`src/rtl/fetch_queue.sv`:
```
// fetch_queue: buffered, flow-controlled instruction fetch for the CPU front end.
// Two-word reads go to a dual-port instruction memory with a fixed 1-cycle
// latency. Returned words land in a DEPTH-word circular queue, and the head
// instruction is offered through a valid/ready handshake together with its
// immediate word, its address and its length. A redirect flushes the queue
// and restarts fetch at the target.
// Optional feature macro: FETCHQ_BYPASS_EN. When it is defined and the queue
// is empty, the head instruction is presented straight from the memory return.
// Assumes WIDTH >= 16, because the opcode fields occupy bits 15:11.
module fetch_queue #(
  parameter int               WIDTH    = 16,
  parameter int               DEPTH    = 4,
  parameter logic [WIDTH-1:0] RESET_PC = '0
) (
  input  logic             clk,
  input  logic             reset,
  output logic             imem_req,
  output logic [WIDTH-1:0] imem_addr1,
  output logic [WIDTH-1:0] imem_addr2,
  input  logic [WIDTH-1:0] imem_rdata1,
  input  logic [WIDTH-1:0] imem_rdata2,
  input  logic             redirect,
  input  logic [WIDTH-1:0] redirect_pc,
  output logic             out_valid,
  input  logic             out_ready,
  output logic [WIDTH-1:0] out_instr,
  output logic [WIDTH-1:0] out_n,
  output logic [WIDTH-1:0] out_pc,
  output logic             out_len
);

  localparam int AW = $clog2(DEPTH);
  localparam int CW = AW + 1;
  localparam int OW = CW + 1;
  // Issue only when the pre-pop occupancy, counting the in-flight pair,
  // leaves room for another two-word return.
  localparam logic [OW-1:0] ISSUE_LIMIT = OW'(DEPTH - 2);

  // Two-word instructions: bit 11 set, except opcodes 1000/1001 and 11111.
  function automatic logic is_two_word(input logic [WIDTH-1:0] w);
    return w[11] && (w[15:12] != 4'b1000) && (w[15:12] != 4'b1001) &&
           (w[15:11] != 5'b11111);
  endfunction

  // Queue storage and control state
  logic [WIDTH-1:0] queue_mem [DEPTH];
  logic [AW-1:0]    rd_ptr_reg;
  logic [AW-1:0]    wr_ptr_reg;
  logic [CW-1:0]    count_reg;
  logic [WIDTH-1:0] head_pc_reg;
  logic [WIDTH-1:0] fetch_pc_reg;
  logic             inflight_reg;

  // Combinational helpers
  logic             ret_live;
  logic             bypass;
  logic             pres_len;
  logic             pop;
  logic [WIDTH-1:0] pres_instr;
  logic [WIDTH-1:0] pres_next;
  logic [WIDTH-1:0] issue_pc;
  logic [1:0]       pop_words;
  logic [1:0]       skip_words;
  logic [OW-1:0]    occupancy;
  logic [AW-1:0]    rd_ptr_p1;
  logic [CW-1:0]    count_next;
  logic [AW-1:0]    rd_ptr_next;
  logic [AW-1:0]    wr_ptr_next;
  logic [AW-1:0]    wr_addr2;
  logic [WIDTH-1:0] head_pc_next;

  // A return is live when a request went out last cycle and no redirect
  // discards it in this cycle.
  assign ret_live  = inflight_reg && !redirect;
  assign rd_ptr_p1 = rd_ptr_reg + 1'b1;

`ifdef FETCHQ_BYPASS_EN
  assign bypass = ret_live && (count_reg == '0);
`else
  assign bypass = 1'b0;
`endif

  // Issue side: the free-slot check uses pre-pop occupancy; a redirect always
  // issues at its target in the same cycle.
  always_comb begin
    occupancy = OW'(count_reg) + (inflight_reg ? OW'(2) : OW'(0));
    if (reset) begin
      issue_pc = RESET_PC;
    end else if (redirect) begin
      issue_pc = redirect_pc;
    end else begin
      issue_pc = fetch_pc_reg;
    end
    imem_req = !reset && (redirect || (occupancy <= ISSUE_LIMIT));
  end

  assign imem_addr1 = issue_pc;
  assign imem_addr2 = issue_pc + WIDTH'(1);

  // Presentation: the head comes from the queue, or from the memory return
  // when bypassing. A two-word head waits until its N word is present.
  always_comb begin
    pres_instr = bypass ? imem_rdata1 : queue_mem[rd_ptr_reg];
    pres_next  = bypass ? imem_rdata2 : queue_mem[rd_ptr_p1];
    pres_len   = is_two_word(pres_instr);
    out_valid  = bypass ||
                 ((count_reg != '0) && (!pres_len || (count_reg >= CW'(2))));
    out_len    = out_valid && pres_len;
    out_instr  = out_valid ? pres_instr : '0;
    out_n      = out_len ? pres_next : '0;
    pop        = out_valid && out_ready;
    pop_words  = !pop ? 2'd0 : (out_len ? 2'd2 : 2'd1);
    // Words consumed directly from the return are never written to the queue.
    skip_words = (bypass && pop) ? pop_words : 2'd0;
  end

  assign out_pc = head_pc_reg;

  // Next-state arithmetic for a combined pop and return in the same cycle.
  always_comb begin
    count_next   = CW'(OW'(count_reg) + (ret_live ? OW'(2) : OW'(0)) -
                       OW'(pop_words));
    rd_ptr_next  = rd_ptr_reg + AW'(pop_words - skip_words);
    wr_ptr_next  = ret_live ? (wr_ptr_reg + AW'(2'd2 - skip_words)) : wr_ptr_reg;
    wr_addr2     = (skip_words == 2'd0) ? (wr_ptr_reg + AW'(1)) : wr_ptr_reg;
    head_pc_next = head_pc_reg + WIDTH'(pop_words);
  end

  // Pointer, occupancy and fetch-address state; a redirect overrides
  // everything except reset.
  always_ff @(posedge clk) begin
    if (reset) begin
      rd_ptr_reg   <= '0;
      wr_ptr_reg   <= '0;
      count_reg    <= '0;
      head_pc_reg  <= RESET_PC;
      fetch_pc_reg <= RESET_PC;
      inflight_reg <= 1'b0;
    end else if (redirect) begin
      rd_ptr_reg   <= '0;
      wr_ptr_reg   <= '0;
      count_reg    <= '0;
      head_pc_reg  <= redirect_pc;
      fetch_pc_reg <= redirect_pc + WIDTH'(2);
      inflight_reg <= 1'b1;
    end else begin
      rd_ptr_reg   <= rd_ptr_next;
      wr_ptr_reg   <= wr_ptr_next;
      count_reg    <= count_next;
      head_pc_reg  <= head_pc_next;
      if (imem_req) begin
        fetch_pc_reg <= fetch_pc_reg + WIDTH'(2);
      end
      inflight_reg <= imem_req;
    end
  end

  // Queue storage: write the returned words, skipping any that were consumed
  // through the bypass path.
  always_ff @(posedge clk) begin
    if (!reset && ret_live) begin
      if (skip_words == 2'd0) begin
        queue_mem[wr_ptr_reg] <= imem_rdata1;
      end
      if (skip_words != 2'd2) begin
        queue_mem[wr_addr2] <= imem_rdata2;
      end
    end
  end

endmodule

```
`config.mk`:
```
export PLATFORM = sky130hd
export DESIGN_NAME = fetch_queue
export DESIGN_NICKNAME = d
export VERILOG_FILES = /design/src/rtl/fetch_queue.sv
export SDC_FILE = /design/constraint.sdc
export NUM_CORES = 1
export LEC_CHECK = 0
export CAP_MARGIN = 20
export CORE_UTILIZATION = 69
export CTS_CLUSTER_DIAMETER = 60
export CTS_CLUSTER_SIZE = 16
export DETAILED_ROUTE_END_ITERATION = 10
export DONT_BUFFER_PORTS = 1
export PLACE_DENSITY_LB_ADDON = 0.1
export SYNTH_ARGS = -nofsm -noshare
export SYNTH_HDL_FRONTEND = slang
export SYNTH_SLANG_ARGS = --single-unit
```
`constraint.sdc`:
```
create_clock -name clk -period 6.15 [get_ports clk]
set_clock_uncertainty 0.1 [all_clocks]
set_input_delay 0 -clock clk [delete_from_list [all_inputs] [get_ports clk]]
set_output_delay 0 -clock clk [all_outputs]
set_load 0.1 [all_outputs]
```
==> run_results.csv, run 1 <==
group,metric,value,unit
grt,grt_pass1_vias,4636,
synthesis,synthFlopType,"edfxtp_1",
floorplanning,rows,32,
placement,dpl-instance-area,0.00600,mm2
route,avgViaCountPerCell,6.74,
power,vdd_ir_drop_max,153,uV
route,drt-pass1-iter-count,8,
timing,min_period_over_period,0.742,
floorplanning,initial_core_util,0.721,
final_layout,largest_register_ffs,64,
worst_setup_path,crit_buf_inv,1,
route,drtIter0Drc,278,
synthesis,yosysTopAreaCell,"edfxtp_1",
min_path,hold_depth,5,
worst_setup_path,r2r_start,"rd_ptr_reg[0]",
synthesis,synth_edf_count,64,
synthesis,ys_seq_area_frac,0.480,
clock_tree,post_cts_resized,0,
final_layout,antennaDiodeCount,0,
placement,gp_congestion,0.957,
worst_setup_path,startpoint_type,"primary input",
synthesis,synth_compound_area_frac,0.100,
synthesis,synth_common_cells,"nor2_1 (76), edfxtp_1 (64), mux2i_1 (41), dfxtp_1 (39), nand2_1 (34)",
synthesis,synthCells,536,
min_path,worst_hold_path.endpoint,"fetch_pc_reg[9]",
timing,hold_viol,2,
power,leakagePower,2.33,nW
worst_setup_path,end_kind,"output pin",
grt,antenna_found_initial,0,
clock_tree,cts_sinks,103,
synthesis,syn_avg_cell_area,10.5,um2
power,p_per_area,276,mW/mm2
worst_setup_path,rr_worst_depth,12,
synthesis,yosys.area.top_type_share,0.341,
worst_setup_path,worstPathRequired,6.05,ns
synthesis,ys_ff_latch,103,
synthesis,synth_top_family_by_area,"simple AND/OR/NAND/NOR gates",
clock_tree,cts_tree,"built",
synthesis,yosysMostFrequentCell,"nor2_1",
clock_tree,cts_root_buffer,"clkbuf_8",
clock_tree,clk-insertion-delay-late,0.38,ns
status,violations,"hold timing",
route,route.antenna.remaining_nets,0,
clock_tree,clkTransAtPathRegs,0.09,ns
grt,overflow,0,
timing,holdWs,-0.0444,ns
min_path,hp-class,"in -> reg",
worst_setup_path,crit_fanout,31,
final_layout,final_nets,648,
flow_run,drv_cap,0,
placement,portBuffers,0,
synthesis,yosys_warnings,0,
synthesis,synth_cell_type_count,54,
route,drc,0,
grt,grt_pass1_wl,24300,um
timing,tightest_slew,1.17,ns
synthesis,synth.net_count,598,
synthesis,syn_area,0.00563,mm2
placement,post-place-ws,2.24,ns
timing,setup_viol,0,
timing,relSlewSlack,0.218,
worst_setup_path,crit_family,"simple AND/OR/NAND/NOR gates",
status,status,"complete, but fails checks",
synthesis,muxShareOfSynthArea,0.147,
route,vias,4668,
timing,period_needed,4.56,ns
floorplanning,dieArea,0.00852,mm2
grt,grt_usage,0.376,
synthesis,synth_simple_gate_area_frac,0.163,
floorplanning,core,0.00781,mm2
synthesis,ys_async_sr_fraction,0,
final_layout,drive_gt1_frac,0.203,
clock_tree,cts_buffers,9,
worst_setup_path,crit_chain,"dlygate4sd3_1, mux2i_1, nor2_2, ha_1, a21boi_0, nand4_1, xnor2_1, nor2_2",
floorplanning,dieHeight,92.3,um
clock_tree,cts.path.max_buffers,2,
worst_setup_path,cpMostUsedCell,"nor2_2",
timing,rsz0062_at_grt,"no",
timing,max_freq,219,MHz
worst_setup_path,crit_arrival,4.46,ns
final_layout,fin_area,0.00677,mm2
synthesis,synth_xor_area_frac,0.0498,
synthesis,synth_fa_ha_area_frac,0.0249,
placement,dp_hpwl,9200,um
worst_setup_path,cp_slowest_stage_delay,1.09,ns
timing,worst_slack,1.59,ns
grt,grt_max_degree,49,
synthesis,synthTopCellsByArea,"edfxtp_1 (34%), dfxtp_1 (14%), mux2i_1 (7.3%)",
route,wl_per_cell,22.8,um
timing,slew_viol_final,0,
floorplanning,die_w,92.3,um
worst_setup_path,rr_endpoint,"out_pc[14]",
timing,fin_setup_tns,0,ns
worst_setup_path,worst_path_max_delay_cell,"dlygate4sd3_1",
route,routed_wl,15800,um
clock_tree,cts_htree_levels,3,
worst_setup_path,reg2reg_setup_slack,2.15,ns
final_layout,syn_to_final_growth,20.2,%
floorplanning,pin_count,135,
min_path,hp-start,"redirect_pc[5]",
worst_setup_path,critPathKind,"in -> out",
==> final cells by class <==
cell class	count	area, um2
clock buffer	11	153
clock inverter	5	36.3
fill	374	1040
inverter	18	67.6
multi-input combinational	388	3020
sequential	103	2710
tap	102	128
timing repair buffer	66	661
==> placed cells by master (no fill, tap or decap), drive strengths merged, types with 9 or more instances in the layout <==
master       netlist  final
nor2              76     76
edfxtp            64     64
dlygate4sd3        0     54
mux2i             41     41
dfxtp             39     39
nand2             34     34
a21oi             33     33
a211oi            25     25
nand3             23     23
xnor2             22     22
mux2              21     21
inv               17     20
clkbuf            14     13
o21ai             11     11
xor2              10     10
buf               13     10
nor2b              9      9
==> per-stage QoR <==
stage	util	power [mW]	cells	hold slack (ns)
2_1_floorplan	-	1.33	536	-0.00113
3_3_place_gp	0.769	1.39	620	-0.0269
3_5_place_dp	0.769	1.40	620	-0.0246
4_1_cts	0.862	1.83	690	0.00631
5_1_grt	0.867	1.91	693	0.0112
6_report	0.867	1.87	693	-0.0444
==> repair_timing <==
action / CTS / global route
setup buffers: 0 / 0
hold buffers: 54 / 0
hold endpoints to repair: 101 / 0
==> power by group <==
part / internal, mW / switching [mW] / total, mW / leakage, nW
registers: 0.765 / 0.0824 / 0.847 / 0.904
logic: 0.125 / 0.474 / 0.600 / 1.33
clock network: 0.175 / 0.248 / 0.423 / 0.0958
==> how the worst max path moves through the flow <==
stage | start | to | slack [ns] | cells after the start
6_report | redirect | imem_addr2[14] | 1.59 | 8
5_1_grt | redirect | imem_addr2[14] | 1.47 | 8
4_1_cts | redirect | imem_addr2[14] | 1.72 | 8
3_5_place_dp | rd_ptr_reg[0] | out_pc[14] | 2.24 | 12
3_3_place_gp | rd_ptr_reg[0] | out_pc[14] | 2.41 | 10
2_1_floorplan | fetch_pc_reg[3] | imem_addr2[11] | 1.33 | 5
==> layer usage <==
| metal | track usage | wire [um] | vias up |
|---|---|---|---|
| li1 | - | - | 2030 |
| met1 | 0.442 | 5700 | 2258 |
| met5 | 0 | 0 | - |
| met3 | 0.0846 | 1260 | 67 |
| met2 | 0.662 | 8150 | 313 |
| met4 | 0.159 | 674 | 0 |
==> tightest hold or removal path, stage by stage <==
cell       delay, ns
nand3_1         0.05
a2111oi_1       0.08
nand2_1         0.08
xnor2_1         0.06
o21ai_0         0.12
==> cells by family (layout without fill, tap and decap cells) <==
kind of cell             Yosys count  in the layout
AND/OR/NAND/NOR                  191            191
flip-flops                       103            103
AO/OA/AOI/OAI                     85             85
multiplexers                      70             70
buffers and inverters             45            100
XOR/XNOR                          32             32
adder cells (fa/ha/maj)           10             10
Power figures use the tool's default switching activity.
==> run 2: changes to the inputs <==
--- a/config.mk
+++ b/config.mk
@@ -6,7 +6,7 @@
 export NUM_CORES = 1
 export LEC_CHECK = 0
 export CAP_MARGIN = 20
-export CORE_UTILIZATION = 69
+export CORE_UTILIZATION = 64
 export CTS_CLUSTER_DIAMETER = 60
 export CTS_CLUSTER_SIZE = 16
 export DETAILED_ROUTE_END_ITERATION = 10
==> constraint.sdc (replaced) <==
create_clock -name clk -period 4.2 [get_ports clk]
set_clock_uncertainty 0.1 [all_clocks]
set_input_delay 0 -clock clk [delete_from_list [all_inputs] [get_ports clk]]
set_output_delay 0 -clock clk [all_outputs]
set_load 0.1 [all_outputs]
==> run_results.csv, run 2 (synthesis results as in run 1) <==
group,metric,value,unit
floorplanning,dieHeight,95.8,um
worst_setup_path,crit_fanout,8,
grt,overflow,0,
final_layout,syn_to_final_growth,28.5,%
worst_setup_path,critPathKind,"reg -> reg",
status,status,"complete, but fails checks",
route,vias,4689,
power,power,2.82,mW
grt,grt_max_degree,33,
flow_run,drv_cap,0,
timing,holdWs,-0.00800,ns
clock_tree,cts_htree_levels,3,
min_path,hp-class,"in -> reg",
timing,max_freq,256,MHz
timing,slew_viol_final,0,
power,vdd_ir_drop_max,251,uV
worst_setup_path,cp_slowest_stage_delay,0.58,ns
placement,dp.cells,681,
timing,setup_viol,0,
final_layout,antennaDiodeCount,0,
clock_tree,cts_buffers,9,
power,leakagePower,2.64,nW
grt,antenna_found_initial,0,
power,p_per_area,390,mW/mm2
route,drtIter0Drc,222,
grt,grt_usage,0.327,
final_layout,fin_cells,755,
timing,tightest_slew,1.13,ns
floorplanning,initial_core_util,0.671,
placement,portBuffers,0,
clock_tree,clkTransAtPathRegs,0.10,ns
floorplanning,dieArea,0.00917,mm2
final_layout,largest_register_ffs,64,
worst_setup_path,worstPathRequired,4.39,ns
floorplanning,pin_count,135,
final_layout,n_fill_cell,435,
route,drc,0,
route,wl_per_cell,19.5,um
worst_setup_path,crit_chain,"mux4_2, and4_1, or3_4, or2_2, fa_1, nand3b_1, nor4_1, xor2_1, nand2_1, a21oi_1",
route,drt-pass1-iter-count,5,
placement,gp_congestion,0.909,
clock_tree,cts_sinks,103,
worst_setup_path,worst_path_max_delay_cell,"mux4_2",
timing,hold_viol,1,
route,route.antenna.remaining_nets,0,
worst_setup_path,r2r_start,"rd_ptr_reg[0]",
worst_setup_path,crit_arrival,4.09,ns
worst_setup_path,crit_family,"simple AND/OR/NAND/NOR gates",
grt,grt_pass1_wl,22500,um
worst_setup_path,end_kind,"flip-flop",
final_layout,postLayoutCoreUtil,0.863,
clock_tree,cts.path.max_buffers,2,
timing,period_needed,3.90,ns
floorplanning,die_w,95.8,um
min_path,hp-start,"redirect_pc[5]",
clock_tree,post_cts_resized,0,
placement,dp_hpwl,9550,um
timing,min_period_over_period,0.929,
floorplanning,rows,33,
final_layout,drive_gt1_frac,0.278,
timing,rsz0062_at_grt,"no",
clock_tree,cts_root_buffer,"clkbuf_8",
grt,grt_pass1_vias,4588,
final_layout,final_cell_mix,"buf_4 (67), edfxtp_1 (64), dlygate4sd3_1 (53)",
final_layout,layout.cells.most_common,"buf_4",
timing,relSlewSlack,0.247,
clock_tree,post-cts-setup-buffers,0,
status,violations,"hold timing",
final_layout,final_nets,707,
clock_tree,cts_tree,"built",
route,routed_wl,14700,um
clock_tree,clk-insertion-delay-late,0.36,ns
worst_setup_path,startpoint_type,"flip-flop",
worst_setup_path,crit_start,"rd_ptr_reg[0]",
worst_setup_path,crit_buf_inv,0,
floorplanning,core,0.00838,mm2
route,avgViaCountPerCell,6.21,
[run 2: worst paths after layout]
path / cells after the start / endpoint / slack (ns)
max: 10 / out_pc[12] / 0.30
min: 5 / fetch_pc_reg[7] / -0.008
max reg2reg: 10 / out_pc[12] / 0.30
min reg2reg: 2 / fetch_pc_reg[3] / 0.38
[run 2: repair_timing]
item	4_1_cts	5_1_grt
hold buffers	53	0
setup endpoints to repair	0	0
hold endpoints to repair	100	0
[run 2: tightest hold or removal path: stages]
cell	delay [ns]
nand3_1	0.05
a2111oi_1	0.11
xnor2_1	0.13
nand2_1	0.06
a21oi_1	0.06
[run 2: metal layers]
| layer | up-vias | GRT usage | share of wire |
|---|---|---|---|
| met2 | 224 | 0.603 | 0.53 |
| met5 | - | 0 | 0 |
| met1 | 2278 | 0.374 | 0.37 |
| met4 | 0 | 0.124 | 0.028 |
| li1 | 2153 | - | - |
| met3 | 34 | 0.0608 | 0.072 |
[run 2: power breakdown]
part / internal, mW / total (mW) / switching, mW
Combinational: 0.246 / 0.991 / 0.745
Sequential: 1.12 / 1.19 / 0.0679
Clock: 0.283 / 0.641 / 0.358
[run 2: cell type report]
cell class / instances / area [um2] / area share
multi-input combinational: 388 / 3020 / 0.418
clock buffer: 9 / 124 / 0.0171
clock inverter: 7 / 78.8 / 0.0109
timing repair buffer: 125 / 1100 / 0.153
inverter: 18 / 67.6 / 0.00934
sequential: 103 / 2710 / 0.374
tap: 105 / 131 / 0.0182
[run 2: through the flow]
| step | setup WS [ns] | cell area, um2 | setup TNS [ns] | hold WS (ns) |
|---|---|---|---|---|
| CTS | 0.359 | 7160 | 0 | 0.00386 |
| global placement | 0.547 | 6430 | 0 | -0.0265 |
| floorplan | -0.124 | 5640 | -1.12 | -0.00113 |
| global route | 0.0779 | 7230 | 0 | 0.0333 |
| detailed placement | 0.403 | 6430 | 0 | -0.0241 |
| finish | 0.298 | 7230 | 0 | -0.00800 |
